<file path="config.mk">
export PLATFORM = sky130hd
export DESIGN_NAME = pixel_serializer
export DESIGN_NICKNAME = d
export VERILOG_FILES = /design/src/rtl/pixel_tx_pkg.sv /design/src/rtl/pixel_fifo.sv /design/src/rtl/pixel_serializer.sv
export SDC_FILE = /design/constraint.sdc
export NUM_CORES = 1
export LEC_CHECK = 0
export BUFFER_PORTS_ARGS = -buffer_cell sky130_fd_sc_hd__buf_2
export CAP_MARGIN = 0
export CORE_MARGIN = 2
export CORE_UTILIZATION = 30
export CTS_CLUSTER_SIZE = 14
export DETAILED_ROUTE_END_ITERATION = 7
export GPL_TIMING_DRIVEN = 0
export HOLD_SLACK_MARGIN = 0.08
export PLACE_DENSITY_LB_ADDON = 0.05
export REMOVE_ABC_BUFFERS = 1
export SKIP_LAST_GASP = 1
export SLEW_MARGIN = 5
export SYNTH_ARGS = -nofsm -noshare
export SYNTH_HDL_FRONTEND = slang
export SYNTH_SLANG_ARGS = --single-unit
export TNS_END_PERCENT = 20
</file>
<file path="constraint.sdc">
create_clock -name clk -period 2.8 [get_ports clk]
set_clock_uncertainty 0.05 [all_clocks]
set_input_delay 0.14 -clock clk [delete_from_list [all_inputs] [get_ports clk]]
set_output_delay 0.14 -clock clk [all_outputs]
set_load 0.02 [all_outputs]
</file>
<file path="src/rtl/pixel_tx_pkg.sv">
// Shared definitions for the pixel serializer transmit path.
// Latency: n/a (types and constants only).
// Backpressure: n/a.
package pixel_tx_pkg;

  localparam int PIXEL_W = 24;
  localparam logic [PIXEL_W-1:0] IDLE_PIXEL_DEFAULT = 24'h000000;

  typedef enum logic {
    TX_IDLE = 1'b0,
    TX_SEND = 1'b1
  } tx_state_t;

endpackage

</file>
<file path="src/rtl/pixel_fifo.sv">
// Synchronous pixel FIFO: storage, rd/wr pointers, occupancy count, full/empty flags.
// Latency: a word written at edge t is visible on rd_data from edge t onward once it is the head.
// Backpressure: writes are dropped when full, reads are ignored when empty; head is combinational.
// Ports: clk/rst_n; wr_en/wr_data push; rd_en pops the head shown on rd_data; full/empty status.
module pixel_fifo #(
  parameter int W     = 24,
  parameter int DEPTH = 4
) (
  input  logic         clk,
  input  logic         rst_n,
  input  logic         wr_en,
  input  logic [W-1:0] wr_data,
  input  logic         rd_en,
  output logic [W-1:0] rd_data,
  output logic         full,
  output logic         empty
);

  localparam int PW = $clog2(DEPTH);
  localparam int CW = $clog2(DEPTH + 1);

  logic [W-1:0]  mem [DEPTH];
  logic [PW-1:0] wr_ptr;
  logic [PW-1:0] rd_ptr;
  logic [CW-1:0] count;
  logic          do_wr;
  logic          do_rd;

  assign full    = (count == CW'(DEPTH));
  assign empty   = (count == '0);
  assign do_wr   = wr_en && !full;
  assign do_rd   = rd_en && !empty;
  assign rd_data = mem[rd_ptr];

  // Pointers wrap naturally because DEPTH is a power of two.
  always_ff @(posedge clk or negedge rst_n) begin
    if (!rst_n) begin
      wr_ptr <= '0;
      rd_ptr <= '0;
      count  <= '0;
    end else begin
      if (do_wr) wr_ptr <= wr_ptr + 1'b1;
      if (do_rd) rd_ptr <= rd_ptr + 1'b1;
      case ({do_wr, do_rd})
        2'b10:   count <= count + 1'b1;
        2'b01:   count <= count - 1'b1;
        default: count <= count;
      endcase
    end
  end

  // Storage needs no reset: a zero count makes stale entries unreachable.
  always_ff @(posedge clk) begin
    if (do_wr) mem[wr_ptr] <= wr_data;
  end

endmodule

</file>
<file path="src/rtl/pixel_serializer.sv">
// Serializes buffered RGB pixels MSB-first into back-to-back PIXEL_W-bit slots, inserting IDLE_PIXEL on underrun.
// Latency: pixel accepted at edge t in IDLE with tx_en from t+1 shows its MSB in the cycle after t+1.
// Backpressure: pix_ready drops while the FIFO is full; the serial side never stalls.
// Ports: clk/rst_n; tx_en gates slot generation; pix_data/pix_valid/pix_ready input handshake;
//        serial_data bit stream; slot_start/pix_sent/idle_slot one-cycle strobes aligned with bit 0.
module pixel_serializer #(
  parameter int                      PIXEL_W    = pixel_tx_pkg::PIXEL_W,
  parameter int                      FIFO_DEPTH = 4,
  parameter logic [PIXEL_W-1:0]      IDLE_PIXEL = pixel_tx_pkg::IDLE_PIXEL_DEFAULT
) (
  input  logic               clk,
  input  logic               rst_n,
  input  logic               tx_en,
  input  logic [PIXEL_W-1:0] pix_data,
  input  logic               pix_valid,
  output logic               pix_ready,
  output logic               serial_data,
  output logic               slot_start,
  output logic               pix_sent,
  output logic               idle_slot
);

  import pixel_tx_pkg::*;

  localparam int                CNT_W = $clog2(PIXEL_W);
  localparam logic [CNT_W-1:0]  LAST  = CNT_W'(PIXEL_W - 1);

  tx_state_t          state_q;
  tx_state_t          state_d;
  logic [CNT_W-1:0]   bit_cnt;
  logic [PIXEL_W-1:0] shift_q;
  logic               slot_end;
  logic               slot_load;
  logic               pop;
  logic               fifo_full;
  logic               fifo_empty;
  logic [PIXEL_W-1:0] fifo_head;
  logic [PIXEL_W-1:0] load_pix;

  pixel_fifo #(
    .W     (PIXEL_W),
    .DEPTH (FIFO_DEPTH)
  ) u_fifo (
    .clk     (clk),
    .rst_n   (rst_n),
    .wr_en   (pix_valid && pix_ready),
    .wr_data (pix_data),
    .rd_en   (pop),
    .rd_data (fifo_head),
    .full    (fifo_full),
    .empty   (fifo_empty)
  );

  assign pix_ready = !fifo_full;
  assign slot_end  = (state_q == TX_SEND) && (bit_cnt == LAST);

  // State register
  always_ff @(posedge clk or negedge rst_n) begin
    if (!rst_n) state_q <= TX_IDLE;
    else        state_q <= state_d;
  end

  // Next state: leaving SEND only happens on a slot boundary.
  always_comb begin
    state_d = state_q;
    case (state_q)
      TX_IDLE: if (tx_en) state_d = TX_SEND;
      TX_SEND: if (slot_end && !tx_en) state_d = TX_IDLE;
      default: state_d = TX_IDLE;
    endcase
  end

  // Slot load decision; uses FIFO state before any same-edge write (no bypass).
  always_comb begin
    slot_load = 1'b0;
    case (state_q)
      TX_IDLE: slot_load = tx_en;
      TX_SEND: slot_load = slot_end && tx_en;
      default: slot_load = 1'b0;
    endcase
  end

  assign pop      = slot_load && !fifo_empty;
  assign load_pix = fifo_empty ? IDLE_PIXEL : fifo_head;

  // Datapath: the MSB is registered straight to serial_data on the load edge,
  // the shift register holds the remaining bits left-aligned.
  always_ff @(posedge clk or negedge rst_n) begin
    if (!rst_n) begin
      bit_cnt     <= '0;
      shift_q     <= '0;
      serial_data <= 1'b0;
      slot_start  <= 1'b0;
      pix_sent    <= 1'b0;
      idle_slot   <= 1'b0;
    end else begin
      slot_start <= slot_load;
      pix_sent   <= pop;
      idle_slot  <= slot_load && fifo_empty;
      if (slot_load) begin
        bit_cnt     <= '0;
        serial_data <= load_pix[PIXEL_W-1];
        shift_q     <= {load_pix[PIXEL_W-2:0], 1'b0};
      end else if (state_q == TX_SEND && !slot_end) begin
        bit_cnt     <= bit_cnt + 1'b1;
        serial_data <= shift_q[PIXEL_W-1];
        shift_q     <= {shift_q[PIXEL_W-2:0], 1'b0};
      end else begin
        bit_cnt     <= '0;
        serial_data <= 1'b0;
        shift_q     <= '0;
      end
    end
  end

endmodule
</file>
After elaboration in Yosys (flattened, before gate mapping)
Memory sizes are Yosys's and may differ from the RTL's.
Cells that the tools add are included.
{"block": "classes", "add_sub_neg": 5, "muxes": 14, "n_eq_ne": 4, "reduce_logical": 15, "n_bitwise": 1}
{"cell": "2-to-1 mux 24 bit", "count": 3}
{"cell": "2-to-1 mux 5 bit", "count": 2}
{"cell": "logical AND 1 bit", "count": 9}
{"cell": "2-to-1 mux 1 bit", "count": 6}
{"cell": "one-hot mux 3 bit (2 select lines)", "count": 1}
{"cell": "adder 5 x 1 -> 5 bit (second input constant)", "count": 1}
{"cell": "equality test 5 bit (second input constant)", "count": 1}
{"cell": "adder 2 x 1 -> 2 bit (second input constant)", "count": 2}
{"cell": "zero test 1 bit", "count": 4}
{"cell": "one-hot mux 1 bit (2 select lines)", "count": 2}
{"cell": "adder 3 x 1 -> 3 bit (second input constant)", "count": 1}
{"cell": "equality test 3 bit (second input constant)", "count": 1}
{"cell": "zero test 3 bit", "count": 1}
{"cell": "subtractor 3 x 1 -> 3 bit (second input constant)", "count": 1}
{"cell": "equality test 2 x 1 -> 1 bit (second input constant)", "count": 1}
{"cell": "equality test 2 bit (second input constant)", "count": 1}
{"cell": "nonzero test 2 bit", "count": 1}
{"cell": "NOT 1 bit", "count": 1}
{"block": "totals", "ram_bits": 96, "memories": 1, "out_inout_bits": 5, "elab_cells": 50, "inputBits": 28, "reg_bits": 41}
{"name": "u_fifo.mem", "depth": 4, "word_bits": 24, "rd": 1, "rd_clocked_by_memory_dff": 0, "wr": 1, "line_no": "pixel_fifo.sv:22", "text": "logic [W-1:0] mem [DEPTH];"}

Depth between registers and ports, before layout
{"block": "depth", "depth_word": 8, "depth_mapped": 9, "depth_no_buf": 8}

Cells and area by module
Synthesis repeated with hierarchy kept, for this count alone.
{"block": "hier_totals", "cells_unflattened": 293, "area_unflattened_um2": 5357.6}
{"module": "pixel_fifo", "seq_area_each_um2": 3057.9, "cells_per_inst": 163, "instances": 1, "area_per_inst_um2": 3933.8}
{"module": "pixel_serializer", "seq_area_each_um2": 825.8, "cells_per_inst": 130, "instances": 1, "area_per_inst_um2": 1423.9}

Worst setup path before layout
No wires, ideal clock.
{"block": "synth_path", "path_type": "register to register", "start": "reg bit_cnt[0]", "end": "reg u_fifo.count[1]", "path_buffers": 1, "t_required_ns": 2.625, "period_less_slack_ns": 2.359, "setup_time_ns": 0.125, "stages_incl_launch_ff": 8, "slack_ns": 0.441, "t_arrival_ns": 2.184, "path_cell_list": "dfrtp_1 -> ha_1 -> nand4b_4 -> a211oi_4 -> buf_6 -> ha_1 -> fa_1 -> mux2_2"}
{"block": "synth_via", "elab_chain_len": 8, "elab_cells_between_ends": 10, "classes_between": "eq/ne (3); mux (2); reduce/logical (5)"}
{"element": "start: declaration", "line_no": "pixel_serializer.sv:30", "text": "logic [CNT_W-1:0] bit_cnt;"}
{"element": "start signal: assignment", "line_no": "pixel_serializer.sv:105", "text": "bit_cnt <= bit_cnt + 1'b1;"}
{"element": "equality test 5 bit (*)", "line_no": "pixel_serializer.sv:55", "text": "assign slot_end = (state_q == TX_SEND) && (bit_cnt == LAST);"}
{"element": "logical AND 1 bit (*)", "line_no": "pixel_serializer.sv:55"}
{"element": "logical AND 1 bit (*)", "line_no": "pixel_serializer.sv:78", "text": "TX_SEND: slot_load = slot_end && tx_en;"}
{"element": "one-hot mux 1 bit (2 select lines) (*)", "line_no": "pixel_serializer.sv:76", "text": "case (state_q)"}
{"element": "logical AND 1 bit (*)", "line_no": "pixel_serializer.sv:83", "text": "assign pop = slot_load && !fifo_empty;"}
{"element": "via pop", "line_no": "pixel_serializer.sv:34", "text": "logic pop;"}
{"element": "logical AND 1 bit (*)", "line_no": "pixel_fifo.sv:32", "text": "assign do_rd = rd_en && !empty;"}
{"element": "equality test 2 x 1 -> 1 bit / equality test 2 bit (equally long branches)", "line_no": "pixel_fifo.sv:44", "text": "case ({do_wr, do_rd})"}
{"element": "one-hot mux 3 bit (2 select lines) / nonzero test 2 bit (equally long branches)"}
{"element": "end signal: assignment", "line_no": "pixel_fifo.sv:45", "text": "2'b10: count <= count + 1'b1;"}
{"element": "end signal: assignment", "line_no": "pixel_fifo.sv:46", "text": "2'b01: count <= count - 1'b1;"}
{"element": "end signal: assignment", "line_no": "pixel_fifo.sv:47", "text": "default: count <= count;"}
{"element": "end: declaration", "line_no": "pixel_fifo.sv:25", "text": "logic [CW-1:0] count;"}
The timed path passes the listed nets; every way through them passes the cells marked *.
A chain may end at the register's enable or synchronous reset.

Worst setup path in the final report
{"block": "layout_path", "start": "reg bit_cnt[0]", "end": "reg u_fifo.count[1]"}
{"block": "layout_via", "elab_chain_len": 8, "elab_cells_between_ends": 10, "classes_between": "eq/ne (3); mux (2); reduce/logical (5)"}
{"element": "equality test 5 bit (*)", "line_no": "pixel_serializer.sv:55"}
{"element": "logical AND 1 bit (*)", "line_no": "pixel_serializer.sv:55"}
{"element": "logical AND 1 bit (*)", "line_no": "pixel_serializer.sv:78"}
{"element": "one-hot mux 1 bit (2 select lines) (*)", "line_no": "pixel_serializer.sv:76"}
{"element": "logical AND 1 bit (*)", "line_no": "pixel_serializer.sv:83"}
{"element": "logical AND 1 bit (*)", "line_no": "pixel_fifo.sv:32"}
{"element": "equality test 2 x 1 -> 1 bit / equality test 2 bit (equally long branches)", "line_no": "pixel_fifo.sv:44"}
{"element": "one-hot mux 3 bit (2 select lines) / nonzero test 2 bit (equally long branches)"}
Every way passes the cells marked *; elsewhere a longest branch is shown, timed or not.

==> run_results.csv <==
group,metric,value,unit
run_status,outcome,"completed",
synthesis,syn_area,5100,um^2
final_layout,area_delta_synth_final,24.5,%
sta,post-route-period-util,91.3,%
die,core_area,16600,um^2
power_and_ir_drop,p_clk_share,34.5,%
global_route,grt.total_usage,12.0,%
sta,worst_slew_pin_slew,1.14,ns
worst_setup_path,start_kind,"flop",
placed_design,hpwlAfterDp,5.05,mm
power_and_ir_drop,swShare,26.4,%
sta,max_slew_margin,24.3,%
worst_setup_path,worst-path-max-fanout,10,
route,drc,0,
worst_setup_path,cp_slowest_cell,"a211oi_4",
placed_design,dp_cells,485,
worst_setup_path,worst_path_most_repeated_cell,"ha_1",
final_layout,layout_commonest_cell,"edfxtp_1",
power_and_ir_drop,p_leak,2.38,nW
die,io_pins,33,
worst_setup_path,worstPathCellList,"ha_1 -> nand4b_4 -> a211oi_4 -> ha_1 -> fa_1 -> mux2_2",
sta,finalMaxSlewViolations,0,
route,ant_nets,0,
cts,clkSlewWorstSetupHoldPaths,0.06,ns
cts,clk_latency,0.41,ns
worst_setup_path,crit_family,"adder cells",
worst_setup_path,slowest_delay,0.59,ns
power_and_ir_drop,p_switching,1.69,mW
global_route,grt_first_pass_wirelength,15.3,mm
route,vias,2372,
synthesis,netlist_instances,242,
route,drt_first_pass_iters,4,
cts,cts_made_buffers,17,
placed_design,gp_congestion,0.647,
sta,finalHoldViolations,0,
power_and_ir_drop,power_density,1010,nW/um^2
power_and_ir_drop,ir_drop,0.459,mV
final_layout,final_cells,543,
die,die_y,134,um
synthesis,seq_area_frac_synth,76.2,%
die,initial_utilization,30.7,%
global_route,grt_overflow_total,0,
route,wl_per_cell,17.6,um
final_layout,mostFrequentLayoutCells,"edfxtp_1, dfrtp_1, buf_2, dlygate4sd3_1, mux4_2",
hold_path,min_path_type,"input port to flop",
sta,timing.fmax,391,MHz
die,num_rows,47,
route,via_per_inst,4.37,
synthesis,yosys.area.top_type,"edfxtp_1",
final_layout,nNetsFinal,345,
final_layout,fin_util,38.3,%
worst_setup_path,cp-end-kind,"flop",
global_route,grt_max_degree,41,
cts,cts.sinks,136,
synthesis,synth-warning-count,0,
synthesis,ys_ff_latch,136,
die,die_w,134,um
final_layout,drive_above_1_share,30.7,%
cts,cts_tree,"built",
sta,setup_viol,0,
cts,cts_resized,0,
synthesis,ys_types,30,
power_and_ir_drop,power.share.sequential,46.0,%
worst_setup_path,path_buf_inv,0,
synthesis,synth.area.top_cells,"edfxtp_1, dfrtp_1, mux4_2",
run,drv_cap,0,
power_and_ir_drop,power.internal,4.72,mW
worst_setup_path,crit_required,3.05,ns
synthesis,synth_top_area_share,56.6,%
sta,min_period,2.56,ns
cts,clock-root-buffer,"clkbuf_16",
final_layout,antenna_cells,0,
route,wirelength,9.58,mm
sta,rsz0062_at_grt,"false",
power_and_ir_drop,comb_power_share,19.6,%
route,drtIter0Drc,139,
global_route,antenna_found_initial,0,
cts,post_cts_buffers,0,
die,dieArea,18000,um^2
worst_setup_path,worstPathArrival,2.81,ns
worst_setup_path,crit_type,"flop to flop",
placed_design,io_buffers,32,
cts,htree_levels,4,
cts,cts_buffer_depth,2,
global_route,grt_pass1_vias,2627,
synthesis,synth_area_per_cell,21.1,um^2
[cell usage after synthesis, drive strengths merged]
master	number
mux2	2
nor3	1
xor2	5
or3b	1
nor2	4
nand3	1
ha	6
clkbuf	2
edfxtp	96
a211oi	2
and3	6
inv	4
xnor2	3
fa	1
mux4	24
buf	9
dfrtp	40
nand4b	2
and2	4
a22o	23
nand2	5
a21boi	1
[sequential cells by signal, indices dropped and copies added (netlist names)]
name / cells
u_fifo.rd_ptr: 2
slot_start: 1
idle_slot: 1
state_q: 1
bit_cnt: 5
shift_q: 23
u_fifo.wr_ptr: 2
u_fifo.mem: 96
pix_sent: 1
u_fifo.count: 3
serial_data: 1
[per-stage QoR]
stage	TNS (ns)	hold slack (ns)	area, um^2	total power, mW	setup WS [ns]
3_3_place_gp	-0.721	0.303	5460	4.26	-0.449
4_1_cts	0	0.0834	6340	6.56	0.186
6_report	0	0.0988	6340	6.41	0.242
3_5_place_dp	0	0.313	5500	4.29	0.188
2_1_floorplan	0	-0.206	5020	3.82	0.171
5_1_grt	0	0.129	6340	6.80	0.0733
[timing repair]
| item | CTS | global route |
|---|---|---|
| hold buffers | 26 | 0 |
| setup endpoints to repair | 0 | 0 |
| endpoints found under the hold margin | 141 | 0 |
[final cells by class]
cell class / count / area [um^2]
flip-flops and latches: 136 / 3890
clock buffers: 18 / 429
multi-input cells: 91 / 1130
well taps: 220 / 275
clock inverters: 14 / 158
inverters: 4 / 15.0
fillers: 1546 / 10200
repair buffers: 60 / 455
[worst paths after layout]
path,to,slack (ns),cells after the start,start
setup reg to reg,u_fifo.count[1],0.24,6,bit_cnt[0]
hold / removal,u_fifo.wr_ptr[0],0.1,3,pix_valid
max in group asynchronous,u_fifo.rd_ptr[0],1.64,2,rst_n
setup / recovery,u_fifo.count[1],0.24,6,bit_cnt[0]
hold reg to reg,bit_cnt[0],0.41,1,bit_cnt[0]
min in group asynchronous,u_fifo.wr_ptr[1],0.39,2,rst_n
[cells by family (layout without fill, tap and decap cells)]
group	count (synthesis)	count (layout)	share of synthesized area, %
AOI/OAI and AO/OA	26	26	4.64
xor gates and xnor gates	8	8	1.52
adders and majority gates	7	7	1.87
buffers and inverters	15	96	1.79
DFF	136	136	76.2
muxes	26	26	11.0
and+or+nand+nor	24	24	2.92
[per-layer routing]
layer | up-vias | global-route usage, % | share of wire, %
li1 | 1104 | - | -
met1 | 1219 | 15.2 | 47
met2 | 40 | 18.4 | 47
met3 | 9 | 4.88 | 4.3
met4 | 0 | 4.56 | 1.4
met5 | - | 0 | 0
[power by group through the flow]
stage	sequential [mW]	clock, mW	combinational, mW
detailed placement	3.00	0	1.29
floorplan	2.96	0	0.859
CTS	2.97	2.28	1.32
global route	3.02	2.37	1.42
finish	2.95	2.21	1.25
global placement	3.09	0	1.17
[worst min-delay path: stages]
cell and delay, ns:
buf_2 0.10, and2_1 0.20, xnor2_1 0.08
Power figures use the tool's default switching activity.
